### src/rtl/preparo_pkg.sv
// Shared brew/pump definitions: state encoding and size (modo) codes.
// Also used by the pump controller, so keep the encodings stable.
package preparo_pkg;

    typedef enum logic [2:0] {
        OCIOSO = 3'd0,
        AQUEC  = 3'd1,
        LIGA   = 3'd2,
        BOMBA  = 3'd3,
        FIM    = 3'd4,
        ERRO   = 3'd5
    } estado_t;

    localparam logic [1:0] MODO_NENHUM  = 2'b00;
    localparam logic [1:0] MODO_PEQUENO = 2'b01;
    localparam logic [1:0] MODO_GRANDE  = 2'b10;

    // Only pequeno and grande are brewable sizes.
    function automatic logic modo_valido(input logic [1:0] m);
        return (m == MODO_PEQUENO) || (m == MODO_GRANDE);
    endfunction

endpackage

### src/rtl/contador_m.sv
// Watchdog counter: synchronous clear has priority over count enable.
// Ports:
//   clock, reset_n : clock and asynchronous active-low reset
//   zera_s         : clear to zero on the next edge
//   conta          : increment on the next edge
//   valor          : current count (registered)
module contador_m #(
    parameter int unsigned N = 29
) (
    input  logic         clock,
    input  logic         reset_n,
    input  logic         zera_s,
    input  logic         conta,
    output logic [N-1:0] valor
);

    logic [N-1:0] valor_q;
    logic [N-1:0] valor_d;

    // Next count.
    always_comb begin
        valor_d = valor_q;
        if (zera_s) begin
            valor_d = '0;
        end else if (conta) begin
            valor_d = valor_q + N'(1);
        end
    end

    always_ff @(posedge clock or negedge reset_n) begin
        if (!reset_n) begin
            valor_q <= '0;
        end else begin
            valor_q <= valor_d;
        end
    end

    assign valor = valor_q;

endmodule

### src/rtl/controle_preparo.sv
// Brew sequencer: heats water, fires one liga_bomba pulse with a stable
// modo, then waits for fim_bomba under a watchdog and reports pronto/erro.
// Optional feature macro: AQUEC_TIMEOUT_EN (heater-wait watchdog -> ERRO).
// Ports:
//   clock, reset_n        : clock, asynchronous active-low reset
//   iniciar, modo_sel     : brew request pulse and requested size
//   cancelar              : abort in AQUEC / acknowledge in ERRO
//   aquecido              : water at temperature (level)
//   aquecedor             : heater enable
//   liga_bomba, modo      : pump start pulse and size to the pump
//   fim_bomba             : pump done pulse
//   ocupado, pronto, erro : status (all registered)
module controle_preparo
    import preparo_pkg::*;
#(
    parameter int unsigned T_BOMBA = 200_500_000,
    parameter int unsigned T_AQUEC = 500_000_000,
    parameter int unsigned N       = 29
) (
    input  logic       clock,
    input  logic       reset_n,
    input  logic       iniciar,
    input  logic [1:0] modo_sel,
    input  logic       cancelar,
    input  logic       aquecido,
    output logic       aquecedor,
    output logic       liga_bomba,
    output logic [1:0] modo,
    input  logic       fim_bomba,
    output logic       ocupado,
    output logic       pronto,
    output logic       erro
);

    localparam int unsigned T_MAX = (T_AQUEC > T_BOMBA) ? T_AQUEC : T_BOMBA;

    // The watchdog must be able to reach the largest limit.
    if ((64'd1 << N) <= 64'(T_MAX)) begin : g_n_pequeno
        $error("controle_preparo: N too small for watchdog limits");
    end

    estado_t    estado_q, estado_d;
    logic       aquecedor_q, aquecedor_d;
    logic       liga_bomba_q, liga_bomba_d;
    logic [1:0] modo_q, modo_d;
    logic       ocupado_q, ocupado_d;
    logic       pronto_q, pronto_d;
    logic       erro_q, erro_d;

    logic [N-1:0] wd_valor;
    logic         zera_s;
    logic         conta_s;
    logic         bomba_lim_c;

    assign bomba_lim_c = (wd_valor == N'(T_BOMBA - 1));

`ifdef AQUEC_TIMEOUT_EN
    logic aquec_lim_c;
    assign aquec_lim_c = (wd_valor == N'(T_AQUEC - 1));
    assign conta_s     = (estado_q == BOMBA) || (estado_q == AQUEC);
`else
    assign conta_s     = (estado_q == BOMBA);
`endif

    // Any state change restarts the watchdog, so it reads 0 on the first
    // cycle of AQUEC and BOMBA.
    assign zera_s = (estado_d != estado_q);

    contador_m #(.N(N)) u_watchdog (
        .clock   (clock),
        .reset_n (reset_n),
        .zera_s  (zera_s),
        .conta   (conta_s),
        .valor   (wd_valor)
    );

    // Next-state logic.
    always_comb begin
        estado_d = estado_q;
        case (estado_q)
            OCIOSO: if (iniciar && modo_valido(modo_sel)) estado_d = AQUEC;
            AQUEC: begin
                if (cancelar) begin
                    estado_d = OCIOSO;
                end else if (aquecido) begin
                    estado_d = LIGA;
                end
`ifdef AQUEC_TIMEOUT_EN
                else if (aquec_lim_c) begin
                    estado_d = ERRO;
                end
`endif
            end
            LIGA:  estado_d = BOMBA;
            BOMBA: begin
                // fim_bomba beats a watchdog expiring in the same cycle.
                if (fim_bomba) begin
                    estado_d = FIM;
                end else if (bomba_lim_c) begin
                    estado_d = ERRO;
                end
            end
            FIM:   estado_d = OCIOSO;
            ERRO:  if (cancelar) estado_d = OCIOSO;
            default: estado_d = OCIOSO;
        endcase
    end

    // Moore outputs decoded from the state being entered.
    always_comb begin
        aquecedor_d  = (estado_d == AQUEC) || (estado_d == LIGA) || (estado_d == BOMBA);
        liga_bomba_d = (estado_d == LIGA);
        ocupado_d    = (estado_d != OCIOSO) && (estado_d != ERRO);
        pronto_d     = (estado_d == FIM);
        erro_d       = (estado_d == ERRO);
        modo_d       = modo_q;
        if ((estado_q == OCIOSO) && (estado_d == AQUEC)) begin
            modo_d = modo_sel;
        end else if ((estado_d == OCIOSO) || (estado_d == ERRO)) begin
            modo_d = MODO_NENHUM;
        end
    end

    always_ff @(posedge clock or negedge reset_n) begin
        if (!reset_n) begin
            estado_q     <= OCIOSO;
            aquecedor_q  <= 1'b0;
            liga_bomba_q <= 1'b0;
            modo_q       <= MODO_NENHUM;
            ocupado_q    <= 1'b0;
            pronto_q     <= 1'b0;
            erro_q       <= 1'b0;
        end else begin
            estado_q     <= estado_d;
            aquecedor_q  <= aquecedor_d;
            liga_bomba_q <= liga_bomba_d;
            modo_q       <= modo_d;
            ocupado_q    <= ocupado_d;
            pronto_q     <= pronto_d;
            erro_q       <= erro_d;
        end
    end

    assign aquecedor  = aquecedor_q;
    assign liga_bomba = liga_bomba_q;
    assign modo       = modo_q;
    assign ocupado    = ocupado_q;
    assign pronto     = pronto_q;
    assign erro       = erro_q;

endmodule

### config.mk
export PLATFORM = sky130hd
export DESIGN_NAME = controle_preparo
export DESIGN_NICKNAME = d
export VERILOG_FILES = /design/src/rtl/preparo_pkg.sv /design/src/rtl/contador_m.sv /design/src/rtl/controle_preparo.sv
export SDC_FILE = /design/constraint.sdc
export NUM_CORES = 1
export LEC_CHECK = 0
export ABC_AREA = 1
export BUFFER_PORTS_ARGS = -buffer_cell sky130_fd_sc_hd__buf_4
export CELL_PAD_IN_SITES_DETAIL_PLACEMENT = 1
export CELL_PAD_IN_SITES_GLOBAL_PLACEMENT = 2
export CORE_ASPECT_RATIO = 1.4
export CORE_MARGIN = 2
export CORE_UTILIZATION = 36
export DETAILED_ROUTE_END_ITERATION = 6
export PLACE_DENSITY = 0.91
export SYNTH_ARGS = -nofsm -noshare
export SYNTH_HDL_FRONTEND = slang
export SYNTH_SLANG_ARGS = --single-unit
### constraint.sdc
create_clock -name clock -period 2.3 [get_ports clock]
set_input_delay 0.23 -clock clock [delete_from_list [all_inputs] [get_ports clock]]
set_output_delay 0.23 -clock clock [all_outputs]
set_load 0.02 [all_outputs]
==> metrics.txt, run 1 <==
# TYPE chip_impl_metric gauge
chip_impl_info{name="hold_path.class",value="primary input to flip-flop"} 1
chip_impl_info{name="status",value="finished, final reports clean"} 1
chip_impl_metric{name="cts_inserted_buffers",unit=""} 5
chip_impl_metric{name="layout_worst_path_cycle_share",unit="%"} 83.6
chip_impl_metric{name="p_clk_share",unit="%"} 26.1
chip_impl_metric{name="gp_congestion",unit=""} 0.797
chip_impl_metric{name="initial_core_util",unit="%"} 37.0
chip_impl_metric{name="synthesis.yosys.warnings",unit=""} 0
chip_impl_metric{name="drive_gt1_share",unit="%"} 16.2
chip_impl_metric{name="postSynthRegisterBits",unit=""} 39
chip_impl_metric{name="syn_area_per_cell",unit="sq um"} 7.94
chip_impl_metric{name="switchingPower",unit="uW"} 884
chip_impl_metric{name="detailroute.via_count",unit=""} 1872
chip_impl_metric{name="final_antenna_net_count",unit=""} 0
chip_impl_metric{name="dpl_worst_slack",unit="ps"} 336
chip_impl_info{name="synth_top_cell_by_area",value="sky130_fd_sc_hd__dfrtp_1"} 1
chip_impl_metric{name="maxClockFrequency",unit="GHz"} 0.520
chip_impl_info{name="cts_root_buf",value="sky130_fd_sc_hd__clkbuf_8"} 1
chip_impl_metric{name="routed_wl",unit="um"} 5260
chip_impl_metric{name="leakagePower",unit="nW"} 1.14
chip_impl_metric{name="max-clock-path-buffers",unit=""} 2
chip_impl_metric{name="period_needed",unit="ps"} 1920
chip_impl_metric{name="grt_pass1_wl",unit="um"} 9530
chip_impl_info{name="unrepaired_setup_endpoints_after_global_routing",value="no"} 1
chip_impl_metric{name="postSynth.asyncResetShare",unit="%"} 100
chip_impl_metric{name="grt_overall_usage",unit="%"} 17.2
chip_impl_metric{name="cts_repair_resized_insts",unit=""} 0
chip_impl_metric{name="hold-worst-slack",unit="ps"} 149
chip_impl_metric{name="p_sw_share",unit="%"} 39.8
chip_impl_metric{name="drc",unit=""} 0
chip_impl_metric{name="boundaryPins",unit=""} 15
chip_impl_metric{name="fin_util",unit="%"} 41.9
chip_impl_metric{name="worstSkewPairLatency",unit="ps"} 300
chip_impl_metric{name="setup_slack",unit="ps"} 378
chip_impl_metric{name="viasPerCell",unit=""} 4.91
chip_impl_info{name="rr_startpoint",value="u_watchdog.valor[0]$_DFFE_PN0P_"} 1
chip_impl_metric{name="finalHoldViolCount",unit=""} 0
chip_impl_metric{name="sequential_cell_area_fraction_in_the_yosys_report",unit="%"} 42.8
chip_impl_metric{name="fin_setup_tns",unit="ps"} 0
chip_impl_metric{name="syn-cell-area",unit="sq mm"} 0.00228
chip_impl_metric{name="syn_nets",unit=""} 296
chip_impl_info{name="final_common_cell",value="sky130_fd_sc_hd__nand2_1"} 1
chip_impl_metric{name="setup.reg_to_reg.worst_slack",unit="ps"} 380
chip_impl_metric{name="max-cap-violations",unit=""} 0
chip_impl_metric{name="seq_power_share",unit="%"} 36.0
chip_impl_metric{name="power.ir.vdd_worst",unit="mV"} 0.784
chip_impl_info{name="layout.cells.most_common_list",value="62 x sky130_fd_sc_hd__nand2_1, 54 x sky130_fd_sc_hd__nor2_1, 39 x sky130_fd_sc_hd__dfrtp_1"} 1
chip_impl_metric{name="synth-edff-count",unit=""} 0
chip_impl_metric{name="synthToLayoutAreaGrowth",unit="%"} 13.4
chip_impl_metric{name="worst-endpoint-arrival",unit="ps"} 2110
chip_impl_metric{name="cts.sinks",unit=""} 39
chip_impl_metric{name="post_synth_num_cell_types",unit=""} 30
chip_impl_metric{name="r2r_cells",unit=""} 12
chip_impl_metric{name="buffer_ports.inserted",unit=""} 14
chip_impl_metric{name="cts-htree-levels",unit=""} 2
chip_impl_metric{name="nets",unit=""} 317
chip_impl_metric{name="critical_path_required",unit="ps"} 2490
chip_impl_metric{name="drv_slew",unit=""} 0
chip_impl_info{name="synth_top_flop_cell",value="sky130_fd_sc_hd__dfrtp_1"} 1
chip_impl_metric{name="detail_route.wl_per_cell",unit="um"} 13.8
chip_impl_info{name="hold_end",value="modo[0]$_DFFE_PN0P_"} 1
chip_impl_metric{name="first_iter_violations",unit=""} 42
chip_impl_metric{name="hpwl",unit="um"} 4080
chip_impl_metric{name="chipWidth",unit="um"} 71.3
chip_impl_metric{name="internal_power",unit="mW"} 1.34
chip_impl_metric{name="drtPass1Iterations",unit=""} 4
chip_impl_metric{name="worst-slew-pin-transition",unit="ps"} 505
chip_impl_info{name="synth_area_leaders",value="sky130_fd_sc_hd__dfrtp_1 43%, sky130_fd_sc_hd__nand2_1 10%, sky130_fd_sc_hd__nor2_1 8.9%"} 1
chip_impl_metric{name="layout.filler_cells",unit=""} 739
chip_impl_info{name="critical_path.endpoint_type",value="flip-flop"} 1
chip_impl_info{name="tritoncts",value="done"} 1
chip_impl_metric{name="whs_path_depth",unit=""} 3
chip_impl_metric{name="postSynthCellCount",unit=""} 287
chip_impl_metric{name="clkTransAtPathRegs",unit="ps"} 80
chip_impl_metric{name="p_per_area",unit="mW/mm^2"} 861
chip_impl_metric{name="placement_rows",unit=""} 34
chip_impl_metric{name="antenna_found_initial",unit=""} 0
chip_impl_metric{name="globalRouteOverflowTotal",unit=""} 0
chip_impl_metric{name="final-setup-viol-count",unit=""} 0
chip_impl_metric{name="core_region_area",unit="sq mm"} 0.00617
chip_impl_metric{name="insertedDiodeCount",unit=""} 0
chip_impl_metric{name="p_total",unit="mW"} 2.22
chip_impl_metric{name="relSlewSlack",unit="%"} 66.4
chip_impl_metric{name="grt_start_max_net_pins",unit=""} 40
chip_impl_metric{name="grt_pass1_vias",unit=""} 2133
chip_impl_metric{name="path_max_fanout",unit=""} 29
chip_impl_info{name="reg2reg_to",value="u_watchdog.valor[8]$_DFFE_PN0P_"} 1
chip_impl_info{name="worst_hold_startpoint",value="modo_sel[0]"} 1
chip_impl_metric{name="p_comb_share",unit="%"} 38.0
chip_impl_metric{name="die_y",unit="um"} 98.2
chip_impl_metric{name="proportion_of_netlist_area_held_by_the_largest_area_contributor",unit="%"} 42.8
chip_impl_info{name="critPathLaunchType",value="flip-flop"} 1
chip_impl_metric{name="worst_clock_skew",unit="ps"} 4.69
chip_impl_info{name="cp_class",value="flip-flop to flip-flop"} 1
chip_impl_metric{name="die_footprint",unit="sq mm"} 0.00699
-- sequential cells by signal (all words and copies together), names as in the netlist --
register          cells
modo                  2
erro                  1
pronto                1
ocupado               1
estado_q              3
aquecedor             1
liga_bomba            1
u_watchdog.valor     29
-- cell type report --
class,count,area (sq um),share of cell area [%]
well taps,72,90.1,3.48
repair buffers,18,150,5.81
multi-input cells,207,1120,43.2
flip-flops and latches,39,976,37.8
inverters,37,139,5.37
clock inverters,3,43.8,1.69
clock buffers,5,68.8,2.66
-- synth_stat cells, types with 2 or more instances --
| cell type | count |
|---|---|
| sky130_fd_sc_hd__nand3_1 | 19 |
| sky130_fd_sc_hd__inv_1 | 34 |
| sky130_fd_sc_hd__o21ai_0 | 2 |
| sky130_fd_sc_hd__nor3_1 | 7 |
| sky130_fd_sc_hd__xnor2_1 | 4 |
| sky130_fd_sc_hd__inv_2 | 3 |
| sky130_fd_sc_hd__nor2_1 | 54 |
| sky130_fd_sc_hd__dfrtp_1 | 39 |
| sky130_fd_sc_hd__nand4_1 | 9 |
| sky130_fd_sc_hd__nor2_2 | 4 |
| sky130_fd_sc_hd__nor2_4 | 11 |
| sky130_fd_sc_hd__nand2_1 | 62 |
| sky130_fd_sc_hd__buf_6 | 2 |
| sky130_fd_sc_hd__nand2_2 | 2 |
| sky130_fd_sc_hd__xor2_1 | 19 |
| sky130_fd_sc_hd__nand3b_1 | 2 |
-- worst max path at each step --
stage	startpoint	end	slack [ps]
after global routing	u_watchdog.valor[0]$_DFFE_PN0P_	u_watchdog.valor[8]$_DFFE_PN0P_	100
after global placement	u_watchdog.valor[0]$_DFFE_PN0P_	u_watchdog.valor[25]$_DFFE_PN0P_	390
after floorplan	u_watchdog.valor[0]$_DFFE_PN0P_	u_watchdog.valor[11]$_DFFE_PN0P_	590
after detailed placement	u_watchdog.valor[0]$_DFFE_PN0P_	u_watchdog.valor[8]$_DFFE_PN0P_	340
final	u_watchdog.valor[0]$_DFFE_PN0P_	u_watchdog.valor[8]$_DFFE_PN0P_	380
after CTS	u_watchdog.valor[0]$_DFFE_PN0P_	u_watchdog.valor[8]$_DFFE_PN0P_	330
-- metrics by stage --
stage	instance area, sq um	cells
finish	2580	381
global route	2580	381
CTS	2580	381
detailed placement	2460	372
global placement	2460	372
floorplan	2280	287
-- power by group through the flow --
stage	clock, mW	sequential, mW	combinational, mW
2_1_floorplan	0	0.855	0.647
3_3_place_gp	0	0.814	0.856
3_5_place_dp	0	0.814	0.865
4_1_cts	0.608	0.801	0.870
5_1_grt	0.624	0.810	0.940
6_report	0.580	0.800	0.845
-- metal layers --
| layer | vias to the layer above | part of all wire [%] | GRT usage, % |
|---|---|---|---|
| met5 | - | 0 | 0 |
| met4 | 0 | 2.2 | 6.53 |
| met3 | 9 | 2.0 | 2.89 |
| met2 | 18 | 56 | 32.7 |
| met1 | 918 | 40 | 18.5 |
| li1 | 927 | - | - |
-- cells by family after synthesis --
group,synth area share (%)
flops,42.8
mux,0.439
fa+ha+maj,0.549
simple gates,37.6
xor+xnor,8.84
buf+inv,8.18
compound gates,1.54
-- worst max-delay path: stages (launching register included) --
cell and delay [ps]:
sky130_fd_sc_hd__dfrtp_1 410, sky130_fd_sc_hd__ha_1 170, sky130_fd_sc_hd__inv_1 50, sky130_fd_sc_hd__nor2_1 180, sky130_fd_sc_hd__nand3_1 90, sky130_fd_sc_hd__nor2_1 100, sky130_fd_sc_hd__nand2_1 70, sky130_fd_sc_hd__nand2_1 100
sky130_fd_sc_hd__and2_4 150, sky130_fd_sc_hd__nand2_1 50, sky130_fd_sc_hd__nand4_2 90, sky130_fd_sc_hd__buf_12 240, sky130_fd_sc_hd__nor2_1 80
-- timing repair --
item                      CTS  global route
setup buffers               0             0
hold endpoints to repair   39             0
hold buffers                1             0
Power figures use the tool's default switching activity.
==> run 2: changes to the inputs <==
--- a/config.mk
+++ b/config.mk
@@ -5,13 +5,13 @@
 export SDC_FILE = /design/constraint.sdc
 export NUM_CORES = 1
 export LEC_CHECK = 0
-export ABC_AREA = 1
+export ABC_AREA = 0
 export BUFFER_PORTS_ARGS = -buffer_cell sky130_fd_sc_hd__buf_4
 export CELL_PAD_IN_SITES_DETAIL_PLACEMENT = 1
 export CELL_PAD_IN_SITES_GLOBAL_PLACEMENT = 2
 export CORE_ASPECT_RATIO = 1.4
 export CORE_MARGIN = 2
-export CORE_UTILIZATION = 36
+export CORE_UTILIZATION = 38
 export DETAILED_ROUTE_END_ITERATION = 6
 export PLACE_DENSITY = 0.91
 export SYNTH_ARGS = -nofsm -noshare
==> constraint.sdc (replaced) <==
create_clock -name clock -period 1.84 [get_ports clock]
set_input_delay 0.184 -clock clock [delete_from_list [all_inputs] [get_ports clock]]
set_output_delay 0.184 -clock clock [all_outputs]
set_load 0.02 [all_outputs]
==> run 2 against run 1 <==
The flow now finishes with violations (negative setup slack); flip-flop and latch count unchanged; final area up 23%; global-route usage up 8.1 points; wire length up 64%; cell count down 4.5%; count of clock-buffer cells in the layout unchanged; utilization up 19 points; clock power up 2%; synthesized area down 9.6%; via count up 15%; largest cell class unchanged; highest routed layer unchanged.
==> metrics.txt, run 2 <==
# TYPE chip_impl_metric gauge
chip_impl_info{name="hold_end",value="modo[0]$_DFFE_PN0P_"} 1
chip_impl_info{name="reg2reg_to",value="u_watchdog.valor[25]$_DFFE_PN0P_"} 1
chip_impl_metric{name="setup_slack",unit="ps"} -348
chip_impl_info{name="synth_top_cells_by_count",value="39 x sky130_fd_sc_hd__dfrtp_1, 30 x sky130_fd_sc_hd__nor2_1, 18 x sky130_fd_sc_hd__xor2_1, 15 x sky130_fd_sc_hd__nand2_1, 13 x sky130_fd_sc_hd__nand3_1"} 1
chip_impl_metric{name="nets",unit=""} 306
chip_impl_metric{name="viasPerCell",unit=""} 5.90
chip_impl_metric{name="critical_path.max_stage_delay",unit="ps"} 590
chip_impl_metric{name="detailroute.via_count",unit=""} 2148
chip_impl_metric{name="layout_worst_path_cycle_share",unit="%"} 119
chip_impl_metric{name="drv_slew",unit=""} 0
chip_impl_metric{name="layout.filler_cells",unit=""} 556
chip_impl_info{name="unrepaired_setup_endpoints_after_global_routing",value="yes"} 1
chip_impl_metric{name="worst-slew-pin-transition",unit="ps"} 524
chip_impl_metric{name="dpl_worst_slack",unit="ps"} -377
chip_impl_metric{name="synthToLayoutAreaGrowth",unit="%"} 53.9
chip_impl_metric{name="grt_pass1_wl",unit="um"} 11500
chip_impl_info{name="synth_top_flop_cell",value="sky130_fd_sc_hd__dfrtp_1"} 1
chip_impl_metric{name="cts.sinks",unit=""} 39
chip_impl_metric{name="max-clock-path-buffers",unit=""} 2
chip_impl_metric{name="syn_area_per_cell",unit="sq um"} 9.58
chip_impl_metric{name="drc",unit=""} 0
chip_impl_info{name="final_common_cell",value="sky130_fd_sc_hd__buf_4"} 1
chip_impl_metric{name="power.ir.vdd_worst",unit="mV"} 0.902
chip_impl_metric{name="postSynthCellCount",unit=""} 215
chip_impl_metric{name="gp_congestion",unit=""} 0.823
chip_impl_metric{name="r2r_cells",unit=""} 5
chip_impl_metric{name="maxClockFrequency",unit="GHz"} 0.457
chip_impl_metric{name="detail_route.wl_per_cell",unit="um"} 23.7
chip_impl_metric{name="syn-cell-area",unit="sq mm"} 0.00206
chip_impl_metric{name="initial_core_util",unit="%"} 39.6
chip_impl_metric{name="boundaryPins",unit=""} 15
chip_impl_metric{name="post_synth_num_cell_types",unit=""} 43
chip_impl_info{name="crit_path_top_delay_cell",value="sky130_fd_sc_hd__or4_4"} 1
chip_impl_metric{name="hold-worst-slack",unit="ps"} 123
chip_impl_metric{name="postSynth.asyncResetShare",unit="%"} 100
chip_impl_metric{name="cts_inserted_buffers",unit=""} 5
chip_impl_metric{name="buffer_ports.inserted",unit=""} 14
chip_impl_metric{name="core_region_area",unit="sq mm"} 0.00520
chip_impl_info{name="cts_root_buf",value="sky130_fd_sc_hd__clkbuf_8"} 1
chip_impl_info{name="critical_path_cell_by_cell",value="nand3_1 -> or4_4 -> a311o_2 -> or4_1 -> a21oi_1"} 1
chip_impl_info{name="status",value="complete, but fails checks"} 1
chip_impl_metric{name="die_footprint",unit="sq mm"} 0.00604
chip_impl_metric{name="globalRouteOverflowTotal",unit=""} 0
chip_impl_metric{name="drtPass1Iterations",unit=""} 4
chip_impl_metric{name="cts-htree-levels",unit=""} 2
chip_impl_metric{name="worstSkewPairLatency",unit="ps"} 310
chip_impl_metric{name="synth-edff-count",unit=""} 0
chip_impl_metric{name="p_total",unit="mW"} 3.65
chip_impl_metric{name="leakagePower",unit="nW"} 1.37
chip_impl_info{name="synth_top_cell_by_area",value="sky130_fd_sc_hd__dfrtp_1"} 1
chip_impl_metric{name="grt_start_max_net_pins",unit=""} 40
chip_impl_metric{name="path_max_fanout",unit=""} 5
chip_impl_metric{name="antenna_found_initial",unit=""} 0
chip_impl_metric{name="worst_clock_skew",unit="ps"} 7.45
chip_impl_metric{name="worst-endpoint-arrival",unit="ps"} 2420
chip_impl_metric{name="cp_num_buf_inv",unit=""} 0
chip_impl_metric{name="grt_pass1_vias",unit=""} 2379
chip_impl_info{name="yosysMostFrequentCell",value="sky130_fd_sc_hd__dfrtp_1"} 1
chip_impl_metric{name="setup.reg_to_reg.worst_slack",unit="ps"} -350
chip_impl_metric{name="largest_register_ffs",unit=""} 29
chip_impl_info{name="cp_class",value="flip-flop to flip-flop"} 1
chip_impl_metric{name="sequential_cell_area_fraction_in_the_yosys_report",unit="%"} 47.4
chip_impl_metric{name="placement_rows",unit=""} 31
chip_impl_info{name="cp-startpoint",value="u_watchdog.valor[19]$_DFFE_PN0P_"} 1
chip_impl_metric{name="fin_setup_tns",unit="ps"} -7730
chip_impl_metric{name="critical_path_required",unit="ps"} 2070
chip_impl_metric{name="drive_gt1_share",unit="%"} 47.0
chip_impl_metric{name="p_per_area",unit="mW/mm^2"} 1150
chip_impl_info{name="critical_path.endpoint_type",value="flip-flop"} 1
chip_impl_metric{name="die_y",unit="um"} 91.1
chip_impl_metric{name="final_antenna_net_count",unit=""} 0
chip_impl_metric{name="final-setup-viol-count",unit=""} 35
chip_impl_metric{name="finalHoldViolCount",unit=""} 0
chip_impl_info{name="tritoncts",value="done"} 1
chip_impl_metric{name="relSlewSlack",unit="%"} 65.1
chip_impl_metric{name="insertedDiodeCount",unit=""} 0
chip_impl_metric{name="max-cap-violations",unit=""} 0
chip_impl_info{name="rr_startpoint",value="u_watchdog.valor[19]$_DFFE_PN0P_"} 1
chip_impl_metric{name="synthesis.yosys.warnings",unit=""} 0
chip_impl_metric{name="chipWidth",unit="um"} 66.2
chip_impl_info{name="layout.cells.most_common_list",value="71 x sky130_fd_sc_hd__buf_4, 38 x sky130_fd_sc_hd__dfrtp_1, 18 x sky130_fd_sc_hd__nor2_1"} 1
chip_impl_info{name="critPathLaunchType",value="flip-flop"} 1
chip_impl_info{name="timing.critical_path.max_delay_family",value="simple AND/OR/NAND/NOR gates"} 1
chip_impl_info{name="hold_path.class",value="primary input to flip-flop"} 1
chip_impl_metric{name="first_iter_violations",unit=""} 92
chip_impl_info{name="failing_checks",value="negative setup slack"} 1
chip_impl_metric{name="clkTransAtPathRegs",unit="ps"} 80
chip_impl_info{name="worst_hold_startpoint",value="modo_sel[1]"} 1
chip_impl_metric{name="proportion_of_netlist_area_held_by_the_largest_area_contributor",unit="%"} 47.4
chip_impl_metric{name="routed_wl",unit="um"} 8620
chip_impl_metric{name="whs_path_depth",unit=""} 2
chip_impl_metric{name="hpwl",unit="um"} 4330
chip_impl_info{name="synth_area_leaders",value="sky130_fd_sc_hd__dfrtp_1 47%, sky130_fd_sc_hd__xor2_1 7.7%, sky130_fd_sc_hd__nor2_1 5.5%"} 1
chip_impl_metric{name="syn_nets",unit=""} 224
chip_impl_metric{name="period_needed",unit="ps"} 2190
chip_impl_metric{name="grt_overall_usage",unit="%"} 25.3
chip_impl_metric{name="postSynthRegisterBits",unit=""} 39
[run 2: changes by cell type after synthesis, sizes merged, moves of 3 or more]
cell,delta
nor3,-3
o31ai,+4
nor2,-39
nand2,-49
and3,+4
nor4,+3
and2,+4
or4,+7
nand3,-7
inv,-32
a21oi,+9
[run 2: what timing repair did]
action,in CTS,in global routing
gates cloned,2,2
resized for setup,14,45
hold buffers,1,0
buffers inserted,8,6
pin swaps,6,23
setup endpoints to repair,36,36
hold endpoints to repair,39,0
[run 2: cell type report]
cell class,count,area [sq um],share of cell area [%]
clock buffers,5,68.8,2.17
clock inverters,3,15.0,0.473
inverters,5,18.8,0.592
multi-input cells,165,1300,41.1
flip-flops and latches,39,977,30.8
well taps,66,82.6,2.60
repair buffers,81,706,22.2
[run 2: worst max-delay path by stage]
stage	endpoint	cells after the start
after CTS	u_watchdog.valor[22]$_DFFE_PN0P_	5
after global routing	u_watchdog.valor[26]$_DFFE_PN0P_	8
after floorplan	u_watchdog.valor[28]$_DFFE_PN0P_	6
after detailed placement	ocupado$_DFF_PN0_	6
final	u_watchdog.valor[25]$_DFFE_PN0P_	5
after global placement	u_watchdog.valor[12]$_DFFE_PN0P_	6
[run 2: through the flow]
step | util, % | instance area, sq um | instances
2_1_floorplan | - | 2110 | 215
3_3_place_gp | 51.0 | 2650 | 339
3_5_place_dp | 51.0 | 2650 | 339
4_1_cts | 56.0 | 2910 | 358
5_1_grt | 61.0 | 3170 | 364
6_report | 61.0 | 3170 | 364
[run 2: kinds of logic (layout without fill, tap and decap cells)]
group	after synthesis	after routing	synth area share, %
muxes	1	1	0.486
buffers and inverters	12	94	2.91
adders and majority gates	1	1	0.607
DFF	39	39	47.4
AOI/OAI and AO/OA	29	30	9.47
and+or+nand+nor	110	110	29.4
xor gates and xnor gates	23	23	9.78
[run 2: layer usage]
layer / up-vias / wire length, um / GRT usage (%)
met5: - / 0 / 0
met4: 0 / 410 / 15.1
met3: 38 / 365 / 4.96
met2: 72 / 4650 / 45.5
met1: 1096 / 3200 / 26.0
li1: 942 / - / -
[run 2: report_power, final]
group / internal, mW / switching, mW
Sequential: 0.948 / 0.0572
Combinational: 0.964 / 1.09
Clock: 0.260 / 0.331
Total: 2.17 / 1.48
